### src/rtl/event_generator.sv
// rtl/event_generator.sv - burst generator producing N button pulses of H high / L low cycles.
// Zero high/low times are promoted to one cycle so that every pulse has both a high and a low phase.
module event_generator #(
  parameter int EVT_W = 4,
  parameter int TIM_W = 8
) (
  input  logic             clk,
  input  logic             reset_n,
  input  logic             req_valid,
  output logic             req_ready,
  input  logic [EVT_W-1:0] req_count,
  input  logic [TIM_W-1:0] req_high,
  input  logic [TIM_W-1:0] req_low,
  input  logic             abort,
  output logic             button,
  output logic             busy,
  output logic             done,
  output logic [EVT_W-1:0] sent_count
);

  typedef enum logic [1:0] {
    IDLE = 2'd0,
    HIGH = 2'd1,
    LOW  = 2'd2,
    DONE = 2'd3
  } state_e;

  state_e           state_q;
  logic [EVT_W-1:0] count_q;
  logic [EVT_W-1:0] sent_q;
  logic [TIM_W-1:0] high_q;
  logic [TIM_W-1:0] low_q;
  logic [TIM_W-1:0] timer_q;
  logic             button_q;

  logic [TIM_W-1:0] high_eff;
  logic [TIM_W-1:0] low_eff;

  assign high_eff = (req_high == '0) ? TIM_W'(1) : req_high;
  assign low_eff  = (req_low == '0) ? TIM_W'(1) : req_low;

  // The timer counts down from (phase length - 1), so a full 2^TIM_W-1 phase fits without wrapping.
  always_ff @(posedge clk or negedge reset_n) begin
    if (!reset_n) begin
      state_q  <= IDLE;
      count_q  <= '0;
      sent_q   <= '0;
      high_q   <= '0;
      low_q    <= '0;
      timer_q  <= '0;
      button_q <= 1'b0;
    end else begin
      case (state_q)
        IDLE: begin
          if (req_valid) begin
            count_q <= req_count;
            high_q  <= high_eff;
            low_q   <= low_eff;
            sent_q  <= '0;
            if (req_count == '0) begin
              state_q <= DONE;
            end else begin
              state_q  <= HIGH;
              button_q <= 1'b1;
              timer_q  <= high_eff - TIM_W'(1);
            end
          end
        end
        HIGH: begin
          if (abort) begin
            state_q  <= IDLE;
            button_q <= 1'b0;
          end else if (timer_q == '0) begin
            state_q  <= LOW;
            button_q <= 1'b0;
            timer_q  <= low_q - TIM_W'(1);
            if (sent_q < count_q) begin
              sent_q <= sent_q + EVT_W'(1);
            end
          end else begin
            timer_q <= timer_q - TIM_W'(1);
          end
        end
        LOW: begin
          if (abort) begin
            state_q  <= IDLE;
            button_q <= 1'b0;
          end else if (timer_q == '0) begin
            if (sent_q < count_q) begin
              state_q  <= HIGH;
              button_q <= 1'b1;
              timer_q  <= high_q - TIM_W'(1);
            end else begin
              state_q <= DONE;
            end
          end else begin
            timer_q <= timer_q - TIM_W'(1);
          end
        end
        DONE: begin
          state_q <= IDLE;
        end
        default: begin
          state_q  <= IDLE;
          button_q <= 1'b0;
        end
      endcase
    end
  end

  assign req_ready  = (state_q == IDLE);
  assign busy       = (state_q == HIGH) || (state_q == LOW);
  assign done       = (state_q == DONE);
  assign button     = button_q;
  assign sent_count = sent_q;

endmodule

### config.mk
export PLATFORM = sky130hd
export DESIGN_NAME = event_generator
export DESIGN_NICKNAME = d
export VERILOG_FILES = /design/src/rtl/event_generator.sv
export SDC_FILE = /design/constraint.sdc
export NUM_CORES = 1
export LEC_CHECK = 0
export BUFFER_PORTS_ARGS = -buffer_cell sky130_fd_sc_hd__buf_2
export CELL_PAD_IN_SITES_DETAIL_PLACEMENT = 1
export CELL_PAD_IN_SITES_GLOBAL_PLACEMENT = 1
export CORE_MARGIN = 1
export CORE_UTILIZATION = 35
export DETAILED_ROUTE_END_ITERATION = 10
export HOLD_SLACK_MARGIN = 0.02
export PLACE_DENSITY = 0.72
export SLEW_MARGIN = 5
export SYNTH_ARGS = -nofsm -noshare
export SYNTH_HDL_FRONTEND = slang
export SYNTH_SLANG_ARGS = --single-unit
### constraint.sdc
create_clock -name clk -period 6.95 [get_ports clk]
set_input_delay 0.695 -clock clk [delete_from_list [all_inputs] [get_ports clk]]
set_output_delay 0.695 -clock clk [all_outputs]
set_load 0.02 [all_outputs]
# Word-level counts from Yosys, hierarchy flattened
# Index checks and enable logic that the tools add are counted.
word_totals:
  register_bits: 35
  inputBits: 24
  output_inout_bits: 8
  word_cells: 70
classes:
  n_addsub: 5
  order_cmp: 1
  eq_ne: 13
  n_mux: 31
  n_reduce_logical: 13
ops:
  columns: ["cell", "count"]
  rows:
  - ["$mux W8", 9]
  - ["$sub A8 B1 Y8 const B", 4]
  - ["$logic_not A8 Y1", 3]
  - ["$pmux W8 S3", 1]
  - ["$mux W4", 4]
  - ["$mux W2", 7]
  - ["$ne A2 B2 Y1 const B", 6]
  - ["$ne A3 B3 Y1 const B", 4]
  - ["$reduce_and A6 Y1", 2]
  - ["$pmux W2 S4", 1]
  - ["$pmux W4 S2", 1]
  - ["$mux W1", 7]
  - ["$reduce_and A5 Y1", 1]
  - ["$add A4 B1 Y4 const B", 1]
  - ["$eq A2 B2 Y1 const B", 2]
  - ["$logic_not A4 Y1", 1]
  - ["$lt A4 B4 Y1", 1]
  - ["$pmux W1 S3", 1]
  - ["$reduce_and A3 Y1", 1]
  - ["$reduce_bool A3 Y1", 1]
  - ["$eq A2 B1 Y1 const B", 1]
  - ["$logic_not A2 Y1", 1]
  - ["$reduce_and A2 Y1", 1]
  - ["$reduce_bool A2 Y1", 1]
  - ["$logic_or A1 B1 Y1", 1]

# Longest topological paths before layout
logic_depth:
  word_depth: 6
  depth_mapped: 8
  ltp_nobuf: 8

# Least setup slack after synthesis
# Ideal clock, no wire load.
synth_path:
  kind: "register to register"
  start: "register state_q[0]"
  end: "register timer_q[1]"
  setup_ns: 0.125
  arrival_ns: 2.195
  t_required_ns: 6.825
  path_slack_ns: 4.630
  path_stages_with_launch: 9
  n_path_buf: 1
  period_less_slack_ns: 2.320
  cell_sequence: "dfrtp_1 -> inv_1 -> ha_1 -> clkbuf_1 -> nor2b_1 -> a211oi_1 -> nand2_1 -> nor2_2 -> mux2_2"
synth_between:
  elab_chain_cells: 3
  elab_cells_between_ends: 11
  classes_between: "eq/ne: 7; mux: 1; reduce/logical: 3"
synth_rtl:
  columns: ["item", "line_no", "text"]
  rows:
  - ["start: declaration", "28", "state_e state_q;"]
  - ["start signal: assignment", "45", "state_q <= IDLE;"]
  - ["start signal: assignment", "61", "state_q <= DONE;"]
  - ["start signal: assignment", "63", "state_q <= HIGH;"]
  - ["$logic_not A2 Y1 (*)", null, null]
  - ["via req_ready", "10", "output logic req_ready,"]
  - ["$ne A2 B2 Y1 (no line) / $reduce_bool A3 Y1 (equally long branches)", null, null]
  - ["$reduce_and A6 Y1 (no line)", null, null]
  - ["end signal: assignment", "65", "timer_q <= high_eff - TIM_W'(1);"]
  - ["end signal: assignment", "76", "timer_q <= low_q - TIM_W'(1);"]
  - ["end signal: assignment", "81", "timer_q <= timer_q - TIM_W'(1);"]
  - ["end: declaration", "33", "logic [TIM_W-1:0] timer_q;"]
# Mark *: on every way through the listed nets, which the timed path passes. The rest lies on a longest branch.
# A chain may end at the register's enable or synchronous reset.

# Final worst setup path
layout_path:
  start: "register timer_q[0]"
  end: "register sent_q[2], in the netlist sent_count[2]"
layout_between:
  elab_chain_cells: 3
layout_rtl:
  columns: ["item", "line_no", "text"]
  rows:
  - ["$logic_not A8 Y1", "73", "end else if (timer_q == '0) begin"]
  - ["$ne A2 B2 Y1 (no line)", null, null]
  - ["$reduce_and A5 Y1 (no line)", null, null]
  - ["end signal: assignment", "78", "sent_q <= sent_q + EVT_W'(1);"]
  - ["end: declaration", "30", "logic [EVT_W-1:0] sent_q;"]
# Every way passes these cells.

==> impl_metrics.ini <==
[sta]
final_max_slew_viol_count = 0
tightest_pin_transition_ns = 0.8366
setup_repair_after_global_routing_missed_its_margin = false
hold_violations = 0
skew_ns = 0.004020
period_share = 0.3709
setup_viol_count_final = 0
setup_tns_ns = 0
max_freq_ghz = 0.3879
period_needed_ns = 2.578
timing.max_slew.rel_slack = 0.4409
final.hold.worst_slack_ns = 0.4928

[logic_synthesis]
netlist_top_cells_count = dfrtp_1 (35), mux2_2 (21), inv_1 (18)
synth.ff_latch_count = 35
synth-main-ff-cell = dfrtp_1
synth_cells = 270
synth.avg_cell_area_sq_um = 9.301
synth.top_cells.by_area = dfrtp_1 (35%), mux2_2 (9.4%), ha_1 (6.5%)
synthMostInstantiatedCell = dfrtp_1
yosysWarningCount = 0
post-synth-top-area-fraction = 0.3488
synth_top_area_cell = dfrtp_1
postSynthNetCount = 307
seq_area_frac_synth = 0.3488
post_synth_instance_area_sq_um = 2511
synth_edf_count = 0
synth_cell_types = 51
asyncSetResetFlopFracSynth = 1.000

[critical_path]
cp_top_family = compound AO/OA/AOI/OAI gates
r2r_cells = 7
timing.critical_path.arrival_ns = 2.76
worstPathCellList = inv_1 -> ha_1 -> nor3b_1 -> nand2_1 -> a211oi_1 -> o21bai_1 -> a221o_1
endpoint_kind = flip-flop
path_class = reg2reg
critical_path.n_buffers_inverters = 1
timing.critical_path.fanout_max = 13
critical-path-slowest-cell = nor3b_1
critical_path_required_ns = 7.13
critPathMaxStageDelay_ns = 0.45
crit_path_cell_count = 7
startpoint_type = flip-flop

[cts]
postCtsHoldBufs = 0
cts_tree = built
clock_tree.htree_level_count = 2
cts.repair.resized = 0
worstSkewPairLatency_ns = 0.29
numCtsBuffers = 5
maximum_buffer_depth_of_the_clock_tree = 2
root_buffer = clkbuf_8
tritoncts_num_sinks = 35
post_cts.repair.setup_buffers = 0
clkSlewWorstSetupHoldPaths_ns = 0.07

[final_layout]
finalNetCount = 337
n_antenna_cell = 0
final_layout_size_suffix_gt1_frac = 0.2126
area_delta_synth_final_pct = 13.70

[drt]
dr_total_vias = 2184
drt_drc_violations_left = 0
detailedRoute.firstPassIterationCount = 4
detail-route-antenna-nets = 0
post_drt_wl_per_cell_microns = 16.52
drt_iter0_markers = 96
totalWireLength_microns = 6557
vias_per_cell = 5.501

[worst_hold_path]
timing.hold.worst.class = in2async

[global_routing]
grt_max_degree = 36
groute.usage.overall = 0.1900
number_of_antenna_violations_at_the_first_check_in_global_routing = 0
grt_pass1_vias = 2192
grt_first_pass_wirelength_microns = 11080
grt_total_ovfl = 0

[pwr]
vdd_ir_drop_max_mv = 0.1506
pwr_density_cell_nw_per_um2 = 464.2
cellInternalPower_uw = 708.2
combPwrFrac = 0.560
total_switching_power_uw = 617.3
net_sw_frac = 0.4657
power.share.clock = 0.126
seq_power_share = 0.313
power_leakage_uw = 0.001182

[floorplanning]
horizontal_extent_of_the_die_microns = 86.71
core_sq_um = 6869
initial_core_util = 0.3656
rows = 30
io_pins = 32
die_h_microns = 86.71
die_area_sq_um = 7518

[placed_design]
place_hpwl_microns = 5089
gp_congestion = 0.8756
buffer_ports.inserted = 31

[run_status]
run_status = complete, no violations

[run]
timing.max_cap.violations = 0
[stage by stage]
stage,setup slack [ns],instances,instance area (sq um),util,power (uW)
2_1_floorplan,4.630,270,2511,-,956.7
3_3_place_gp,4.349,389,2755,0.4011,1142
3_5_place_dp,4.344,389,2755,0.4011,1161
4_1_cts,4.393,397,2855,0.4157,1334
5_1_grt,4.104,397,2855,0.4157,1434
6_report,4.372,397,2855,0.4157,1325
[final cells by class]
| class | count | area, sq um |
|---|---|---|
| tap | 96 | 120.1 |
| multi-input combinational | 209 | 1536 |
| fill | 804 | 4014 |
| clock buffer | 8 | 100.1 |
| sequential | 35 | 875.8 |
| inverter | 18 | 67.56 |
| timing repair buffer | 31 | 155.1 |
[flip-flops by register name, indices dropped and copies added, names as in the netlist]
name,cells
button,1
count_q,4
high_q,8
low_q,8
sent_count,4
state_q,2
timer_q,8
[routing by layer]
layer / part of all wire / global-route usage / vias up
met3: 0.014 / 0.02286 / 7
met5: 0 / 0 / -
met2: 0.46 / 0.3131 / 22
li1: - / - / 1076
met4: 0.014 / 0.05909 / 0
met1: 0.51 / 0.2602 / 1079
[logic make-up (layout without fill, tap and decap cells)]
logic type                 count (synthesis)  count (layout)  synth area share
AOI/OAI and AO/OA                         70              70            0.2018
xor gates and xnor gates                  12              12           0.04185
adders and majority gates                 13              13           0.06477
buffers and inverters                     26              57           0.03936
DFF                                       35              35            0.3488
muxes                                     25              25            0.1101
and+or+nand+nor                           89              89            0.1933
[placed cells by master (no fill, tap or decap), types with 4 or more instances in the layout]
master,Yosys,layout
a211oi_1,7,7
a21oi_1,8,8
a31oi_1,11,11
buf_2,1,31
clkbuf_8,0,7
dfrtp_1,35,35
ha_1,13,13
inv_1,18,18
mux2_2,21,21
mux2i_1,4,4
nand2_1,12,12
nand2b_1,4,4
nand3_1,10,10
nor2_1,15,15
nor2b_1,5,5
nor3_1,10,10
nor3b_1,5,5
nor4_1,5,5
o211ai_1,5,5
o21ai_0,12,12
o31a_1,4,4
or3_1,11,11
xnor2_1,5,5
xor2_1,7,7
[power groups by stage]
stage / Clock, uW / Combinational (uW) / Sequential (uW)
floorplan: 0 / 566 / 391
CTS: 172 / 747 / 415
finish: 167 / 743 / 415
global placement: 0 / 730 / 412
detailed placement: 0 / 742 / 419
global route: 179 / 820 / 435
[path summary, 6_finish.rpt]
path / to / slack (ns) / from
max in group asynchronous: high_q[3]$_DFFE_PN0P_ / 5.95 / reset_n
min in group clk: button$_DFFE_PN0P_ / 0.51 / button$_DFFE_PN0P_
worst max register to register: sent_count[2]$_DFFE_PN0P_ / 4.37 / timer_q[0]$_DFFE_PN0P_
worst max-delay path: sent_count[2]$_DFFE_PN0P_ / 4.37 / timer_q[0]$_DFFE_PN0P_
worst min-delay path: count_q[1]$_DFFE_PN0P_ / 0.49 / reset_n
worst min register to register: button$_DFFE_PN0P_ / 0.51 / button$_DFFE_PN0P_
Note: power is estimated with default switching activity, not from simulation.
